**config.mk**
```make
export PLATFORM = sky130hd
export DESIGN_NAME = mem_arbiter
export DESIGN_NICKNAME = d
export VERILOG_FILES = /design/src/rtl/mem_arbiter.sv
export SDC_FILE = /design/constraint.sdc
export NUM_CORES = 1
export LEC_CHECK = 0
export CELL_PAD_IN_SITES_DETAIL_PLACEMENT = 0
export CELL_PAD_IN_SITES_GLOBAL_PLACEMENT = 1
export CORE_MARGIN = 3
export CORE_UTILIZATION = 11
export CTS_BUF_LIST = sky130_fd_sc_hd__clkbuf_4 sky130_fd_sc_hd__clkbuf_8 sky130_fd_sc_hd__clkbuf_16
export DETAILED_ROUTE_END_ITERATION = 8
export HOLD_SLACK_MARGIN = 0.06
export PLACE_DENSITY_LB_ADDON = 0.1
export SETUP_SLACK_MARGIN = 0.4
export SLEW_MARGIN = 15
export SYNTH_ARGS = -nofsm -noshare
export SYNTH_HDL_FRONTEND = slang
export SYNTH_SLANG_ARGS = --single-unit
```
**constraint.sdc**
```tcl
create_clock -name clk -period 1.6 [get_ports clk]
set_input_delay 0.32 -clock clk [delete_from_list [all_inputs] [get_ports clk]]
set_output_delay 0.32 -clock clk [all_outputs]
set_load 0.05 [all_outputs]
```
**src/rtl/mem_arbiter.sv**
```systemverilog
`default_nettype none
// ============================================================================
// Module  : mem_arbiter
// Purpose : Round-robin arbiter placing the instruction-fetch port (0, read
//           only) and the load/store port (1, read/write) onto one physical
//           memory port. Completions are routed back to the granted port only.
// Revision: 1.0 - initial release
// ============================================================================
module mem_arbiter #(
    parameter int DATA_W = 16,
    parameter int ADDR_W = 16
) (
    input  logic              clk,
    input  logic              rst_n,
    // Port 0: instruction fetch
    input  logic              mem_read_0,
    input  logic [ADDR_W-1:0] mem_address_0,
    output logic              mem_resp_0,
    output logic [DATA_W-1:0] mem_rdata_0,
    // Port 1: load/store
    input  logic              mem_read_1,
    input  logic              mem_write_1,
    input  logic [ADDR_W-1:0] mem_address_1,
    input  logic [DATA_W-1:0] mem_wdata_1,
    input  logic [1:0]        mem_byte_enable,
    output logic              mem_resp_1,
    output logic [DATA_W-1:0] mem_rdata_1,
    // Physical memory port
    output logic              pmem_read,
    output logic              pmem_write,
    output logic [ADDR_W-1:0] pmem_address,
    output logic [DATA_W-1:0] pmem_wdata,
    output logic [1:0]        pmem_byte_enable,
    input  logic              pmem_resp,
    input  logic [DATA_W-1:0] pmem_rdata
);

    typedef enum logic [1:0] {
        S_IDLE = 2'd0,
        S_GNT0 = 2'd1,
        S_GNT1 = 2'd2,
        S_DONE = 2'd3
    } state_t;

    state_t state_q, state_d;
    logic   last_gnt_q, last_gnt_d;   // port granted most recently

    logic   w_req0;
    logic   w_req1;

    assign w_req0 = mem_read_0;
    assign w_req1 = mem_read_1 | mem_write_1;

    // State and round-robin pointer; last_gnt resets to 1 so port 0 wins the first tie
    always_ff @(posedge clk or negedge rst_n) begin
        if (!rst_n) begin
            state_q    <= S_IDLE;
            last_gnt_q <= 1'b1;
        end else begin
            state_q    <= state_d;
            last_gnt_q <= last_gnt_d;
        end
    end

    // Next-state: grant from IDLE, hold until pmem_resp, then one DONE bubble
    always_comb begin
        state_d    = state_q;
        last_gnt_d = last_gnt_q;
        case (state_q)
            S_IDLE: begin
                if (w_req0 && (!w_req1 || last_gnt_q)) begin
                    state_d    = S_GNT0;
                    last_gnt_d = 1'b0;
                end else if (w_req1) begin
                    state_d    = S_GNT1;
                    last_gnt_d = 1'b1;
                end
            end
            S_GNT0:  if (pmem_resp) state_d = S_DONE;
            S_GNT1:  if (pmem_resp) state_d = S_DONE;
            S_DONE:  state_d = S_IDLE;
            default: state_d = S_IDLE;
        endcase
    end

    // Output mux: pmem follows the granted port; responses only to that port.
    // Gating with rst_n keeps every output at zero while reset is held.
    always_comb begin
        pmem_read        = 1'b0;
        pmem_write       = 1'b0;
        pmem_address     = '0;
        pmem_wdata       = '0;
        pmem_byte_enable = 2'b00;
        mem_resp_0       = 1'b0;
        mem_rdata_0      = '0;
        mem_resp_1       = 1'b0;
        mem_rdata_1      = '0;
        if (rst_n) begin
            case (state_q)
                S_GNT0: begin
                    pmem_read        = mem_read_0;
                    pmem_address     = mem_address_0;
                    pmem_byte_enable = 2'b11;
                    mem_resp_0       = pmem_resp;
                    mem_rdata_0      = pmem_resp ? pmem_rdata : '0;
                end
                S_GNT1: begin
                    // Read+write together is illegal; the write wins
                    pmem_read        = mem_read_1 & ~mem_write_1;
                    pmem_write       = mem_write_1;
                    pmem_address     = mem_address_1;
                    pmem_wdata       = mem_wdata_1;
                    pmem_byte_enable = mem_byte_enable;
                    mem_resp_1       = pmem_resp;
                    mem_rdata_1      = pmem_resp ? pmem_rdata : '0;
                end
                default: ;
            endcase
        end
    end

endmodule
`default_nettype wire
```
==> results.toml, run 1 <==
[worst_setup_path]
start_kind = "register"
crit_type = "reg -> out"
crit_path_start = "state_q[1]"
path_cells = "ha_4 -> buf_12 -> clkbuf_16 -> a22oi_2 -> nor2_4 -> buf_12"
worstPathArrival_ns = 1.56
path_delay_family = "buffers and inverters"
cp_max_fo = 5
cp_num_buf_inv = 3
cp_data_required_time_ns = 1.28
cp_slowest_cell = "dfrtp_2"
crit_path_end_kind = "output port"
reg2reg_from = "state_q[0]"
slowest_delay_ns = 0.43
crit_top_cell = "buf_12"

[floorplan]
die_x_um = 96.1
initial_utilization = 0.114
die_h_um = 96.1
num_rows = 32
fp.coreArea_um2 = 7810
io_pins = 142
die_area_um2 = 9230

[pwr]
power.density_nw_per_um2 = 1420
clkPwrFrac = 0.042
p_int_mw = 3.02
seq_power_share = 0.031
p_switching_mw = 2.60
p_leak_nw = 1.53
ir_drop_uv = 629
p_sw_frac = 0.463
comb_power_share = 0.927

[yosys]
yosysMostFrequentCell = "nor2_1"
yosysSeqAreaShare = 0.0856
yosys_register_bits = 3
synth_common_cells = "nor2_1 (20), a22oi_1 (16), and2_1 (16), and3_1 (10), and2_4 (9)"
async_flop_share = 1.00
yosys.area.top_type = "a22oi_1"
syn_area_um2 = 892
postSynthNetCount = 202
synth_top_area_frac = 0.135
syn_area_per_cell_um2 = 7.08
synth_top_flop_cell = "dfrtp_1"
synthTopCellsByArea = "a22oi_1 (13%), and2_1 (11%), and2_4 (8.8%)"
synth_cells = 126
synth_warnings = 0
synthDistinctLibCells = 27
synth_edf_count = 0

[timing]
final_hold_viol_count = 0
min_period_ns = 1.88
period_share = 1.17
relSlewSlack = 0.840
worst_slack_ns = -0.278
worstMarginPinSlew_ns = 0.240
skew_ns = 0.0000970
slew_violations = 0
fmax_mhz = 532
setup_viol = 71
rsz0062_at_grt = "yes"

[layout]
fin_cells = 391
final_area_um2 = 3970
fin_nets = 366
final_layout_size_suffix_gt1_frac = 0.713
antenna_cells = 0
area_growth_pct = 345

[global_route]
use_met1 = 0.134
grt_pass1_wl_um = 9410
grtUsageMet3 = 0.0579
grt_overflow_total = 0
use_met2 = 0.244
grt_max_degree = 21
first_global_vias = 1700
antenna_found_initial = 0
track_usage = 0.132
top_usage_layer = "met2"

[outcome]
outcome = "complete, but fails checks"
violations = "setup timing"

[route]
wl_per_cell_um = 15.6
drt_first_pass_iters = 4
drc_errors = 0
num_vias = 1579
vias_per_cell = 4.04
wl_um = 6090
antenna_left = 0
drtIter0Drc = 17

[clock_network]
htreeDepth = 1
cts-root-buf = "clkbuf_8"
cts_buffer_depth = 2
tritoncts = "done"
postCtsHoldBufs = 0
cts_buffers = 3
insertion_delay_ns = 0.22
clk_pin_slew_worst_paths_ns = 0.03
clock-sinks = 3

[run]
maxCapViolCount = 0

[placed_design]
gp_congestion = 0.688
post_dp_cell_area_um2 = 3480
portBuffers = 141
place_inst = 374
hpwl_um = 4830

[worst_hold_path]
hold_class = "in -> async"
## placed cells by master, fill, tap and decap left out, types with 2 or more instances in the layout
cell type | Yosys | layout
buf_12 | 0 | 80
clkdlybuf4s50_1 | 0 | 67
and2_4 | 9 | 32
and3_4 | 1 | 19
nor2_4 | 0 | 19
a22oi_2 | 0 | 16
buf_4 | 1 | 13
ha_4 | 0 | 4
buf_6 | 3 | 4
clkbuf_8 | 0 | 3
inv_4 | 0 | 2
a21oi_4 | 0 | 2
and3_2 | 8 | 2
nand2_1 | 2 | 2
nand2b_1 | 2 | 2
o221ai_1 | 2 | 2
dlymetal6s2s_1 | 0 | 2
dlygate4sd2_1 | 0 | 2
## through the flow
| step | setup slack (ns) | setup TNS, ns | utilization | power, mW | hold WS [ns] |
|---|---|---|---|---|---|
| 2_1_floorplan | -0.0871 | -2.50 | - | 2.44 | 0.0244 |
| 3_3_place_gp | -0.238 | -13.51 | 0.446 | 4.39 | 0.539 |
| 3_5_place_dp | -0.261 | -14.42 | 0.446 | 4.40 | 0.548 |
| 4_1_cts | -0.315 | -19.07 | 0.502 | 5.57 | 0.469 |
| 5_1_grt | -0.349 | -22.94 | 0.509 | 5.94 | 0.464 |
| 6_report | -0.278 | -17.06 | 0.509 | 5.62 | 0.447 |
## sequential cells by signal (all words and copies together) (netlist names)
name,flops
state_q,2
last_gnt_q,1
## final cells by class
class / instances / area, um2
Inverter: 3 / 16.3
Timing Repair Buffer: 170 / 2510
Sequential cell: 3 / 77.6
Fill cell: 700 / 3840
Multi-Input combinational cell: 109 / 1190
Tap cell: 102 / 128
Clock buffer: 4 / 48.8
## final timing paths
path,to,slack [ns],cells past startpoint
min in group clk,last_gnt_q,0.56,1
max,pmem_address[4],-0.28,6
min reg2reg,last_gnt_q,0.56,1
max in group asynchronous,last_gnt_q,0.95,3
min,state_q[0],0.45,3
max reg2reg,state_q[1],-0.08,8
## what timing repair did
item | CTS | global route
gates resized for setup | 64 | 6
buffers inserted | 8 | 1
cloned | 3 | 1
pin swaps | 15 | 10
setup endpoints to repair | 73 | 73
endpoints found under the hold margin | 0 | 0
## power groups by stage
stage | Combinational (mW) | Sequential, mW | Clock (mW)
2_1_floorplan | 2.29 | 0.152 | 0
3_3_place_gp | 4.23 | 0.159 | 0
3_5_place_dp | 4.24 | 0.160 | 0
4_1_cts | 5.16 | 0.168 | 0.246
5_1_grt | 5.49 | 0.183 | 0.262
6_report | 5.21 | 0.174 | 0.238
## worst reg2reg max path, delay by kind of cell (launching register included)
kind	cells	cell delay [ns]
muxes	1	0.31
AOI/OAI and AO/OA	1	0.16
adders and majority gates	1	0.19
buffers and inverters	5	0.51
DFF	1	0.37
## routing by layer
layer	share of wire	routed length, um	vias to the layer above
li1	-	-	766
met1	0.31	1870	704
met2	0.53	3250	101
met3	0.15	888	8
met4	0.014	87	0
met5	0	0	-
## cells by family (layout without fill, tap and decap cells)
| family | Yosys count | after routing | synth area share |
|---|---|---|---|
| adder cells (fa/ha/maj) | 4 | 4 | 0.0561 |
| AO/OA/AOI/OAI | 23 | 23 | 0.191 |
| AND/OR/NAND/NOR | 78 | 80 | 0.539 |
| flip-flops | 3 | 3 | 0.0856 |
| buffers and inverters | 16 | 177 | 0.105 |
| multiplexers | 2 | 2 | 0.0238 |
Note: power is estimated with default switching activity, not from simulation.
==> run 2, diff against run 1 <==
--- a/config.mk
+++ b/config.mk
@@ -5,6 +5,7 @@
 export SDC_FILE = /design/constraint.sdc
 export NUM_CORES = 1
 export LEC_CHECK = 0
+export ABC_CLOCK_PERIOD_IN_PS = 1600
 export CELL_PAD_IN_SITES_DETAIL_PLACEMENT = 0
 export CELL_PAD_IN_SITES_GLOBAL_PLACEMENT = 1
 export CORE_MARGIN = 3
@@ -13,7 +14,7 @@
 export DETAILED_ROUTE_END_ITERATION = 8
 export HOLD_SLACK_MARGIN = 0.06
 export PLACE_DENSITY_LB_ADDON = 0.1
-export SETUP_SLACK_MARGIN = 0.4
+export SETUP_SLACK_MARGIN = 0.05
 export SLEW_MARGIN = 15
 export SYNTH_ARGS = -nofsm -noshare
 export SYNTH_HDL_FRONTEND = slang
==> run 2 against run 1 <==
The run still ends with setup timing left. Combinational power increased by 0.8%. Final cell count fell by 0.26%. Non-clock buffer count stayed put. Total power up 0.53%. Worst setup slack got worse by 0.036 ns. Sequential share of layout area hardly changed. Design area shrank 0.47%. Sequential cell count is the same. Global-route usage grew 0.36 points. Die area stayed put. Sequential power is 6% lower. Clock power about the same. Critical endpoint is now pmem_read.
==> results.toml, run 2 (synthesized netlist as in run 1, its figures left out) <==
[outcome]
outcome = "complete, but fails checks"
violations = "setup timing"

[global_route]
first_global_vias = 1751
grt_pass1_wl_um = 9600
antenna_found_initial = 0
track_usage = 0.136
grt_max_degree = 19
grt_overflow_total = 0

[layout]
final_common_cell = "buf_12"
fin_util = 0.506
regMostFlops = "state_q"
antenna_cells = 0
final_layout_size_suffix_gt1_frac = 0.715
fin_cells = 390
top_regs = "state_q (2), last_gnt_q (1)"
area_growth_pct = 343
final_area_um2 = 3950
fin_nets = 365
n_fill_cell = 703
largest_reg_flops = 2
final_cell_mix = "buf_12 (75), clkdlybuf4s50_1 (69), and2_4 (32)"

[route]
wl_met1_um = 2080
wl_met2_um = 3110
num_vias = 1600
drc_errors = 0
wl_met3_um = 1100
antenna_left = 0
vias_per_cell = 4.10
drt_first_pass_iters = 4
drtIter0Drc = 11
wl_um = 6320
highest_layer = "met4"
wl_per_cell_um = 16.2

[floorplan]
die_area_um2 = 9230
fp.coreArea_um2 = 7810
die_h_um = 96.1
die_x_um = 96.1
initial_utilization = 0.114
io_pins = 142
num_rows = 32

[timing]
worstMarginPinSlew_ns = 0.443
final_hold_viol_count = 0
period_share = 1.20
worst_slack_ns = -0.314
fmax_mhz = 522
fin_setup_tns_ns = -17.12
slew_violations = 0
setup_viol = 72
min_period_ns = 1.91
relSlewSlack = 0.703
worst_hold_slack_ns = 0.311
skew_ns = 0.000504
rsz0062_at_grt = "yes"

[placed_design]
portBuffers = 141
hpwl_um = 4560
post_dp_cell_area_um2 = 3390
pre_cts_slack_ns = -0.271
place_inst = 370
gp_congestion = 0.686

[clock_network]
insertion_delay_ns = 0.22
cts-root-buf = "clkbuf_8"
cts_buffer_depth = 2
tritoncts = "done"
cts_buffers = 3
clk_pin_slew_worst_paths_ns = 0.03
postCtsHoldBufs = 0
clock-sinks = 3
htreeDepth = 1

[worst_setup_path]
crit_type = "reg -> out"
crit_path_end_kind = "output port"
rr_worst_depth = 8
worstPathArrival_ns = 1.59
crit_top_cell = "buf_12"
start_kind = "register"
reg2reg_from = "state_q[1]"
cp_data_required_time_ns = 1.28
path_cells = "inv_2 -> buf_4 -> ha_4 -> nand2_8 -> buf_12 -> a21oi_4 -> buf_12"
regToRegSetupSlack_ns = -0.15
reg2reg_to = "state_q[1]"
slowest_delay_ns = 0.36
cp_max_fo = 7
cp_slowest_cell = "dfrtp_1"

[pwr]
total_power_mw = 5.65
ir_drop_uv = 527
power.density_nw_per_um2 = 1430
p_leak_nw = 1.51

[run]
maxCapViolCount = 0

[worst_hold_path]
hold_class = "in -> async"
-- run 2: changes by cell type in the layout (fill, tap and decap cells not counted), sizes merged --
cell,before,now
buf,98,99
dlymetal6s2s,2,0
clkdlybuf4s50,67,69
and3,21,20
clkbuf,5,4
-- run 2: worst max-delay path by stage --
stage | to | depth (start not counted) | slack, ns | from
global route | pmem_read | 7 | -0.37 | state_q[0]
CTS | pmem_read | 7 | -0.31 | state_q[1]
detailed placement | pmem_address[3] | 6 | -0.27 | rst_n
global placement | pmem_read | 6 | -0.25 | rst_n
floorplan | mem_rdata_1[10] | 7 | -0.09 | state_q[0]
finish | pmem_read | 7 | -0.31 | state_q[0]
-- run 2: area by class of cell --
cell class | instances | area [um2] | share of cell area
Timing Repair Buffer | 170 | 2470 | 0.626
Sequential cell | 3 | 76.3 | 0.0193
Clock buffer | 4 | 48.8 | 0.0123
Inverter | 3 | 13.8 | 0.00348
Multi-Input combinational cell | 108 | 1210 | 0.307
Tap cell | 102 | 128 | 0.0323
-- run 2: repair_timing --
item                                    in CTS  in global routing
gates cloned                                 5                  0
setup buffers                               11                  2
pin swaps                                    7                 14
gates resized for setup                     79                  3
endpoints found under the setup margin      72                 72
-- run 2: per-layer routing --
metal | global-route usage | up-vias
met4 | 0.0249 | 0
met3 | 0.0649 | 2
met5 | 0 | -
met2 | 0.242 | 110
met1 | 0.146 | 726
li1 | - | 762
-- run 2: where the power goes --
part	internal, mW	switching, mW	leakage, nW	total, mW
Combinational	2.65	2.60	1.45	5.25
Sequential	0.130	0.0338	0.0338	0.164
Clock	0.187	0.0529	0.0262	0.240
Total	2.97	2.69	1.51	5.65
-- run 2: worst max-delay path: cells and delay by family, from the launching register on --
family                     cells  cell delay, ns
and+or+nand+nor                1            0.07
AOI/OAI and AO/OA              1            0.13
DFF                            1            0.36
buffers and inverters          4            0.52
adders and majority gates      1            0.29
==> run 3, diff against run 2 <==
--- a/config.mk
+++ b/config.mk
@@ -14,6 +14,7 @@
 export DETAILED_ROUTE_END_ITERATION = 8
 export HOLD_SLACK_MARGIN = 0.06
 export PLACE_DENSITY_LB_ADDON = 0.1
+export RECOVER_POWER = 100
 export SETUP_SLACK_MARGIN = 0.05
 export SLEW_MARGIN = 15
 export SYNTH_ARGS = -nofsm -noshare
==> results of run 3 <==
Final layout, timing and power as in run 2 (identical DEF).
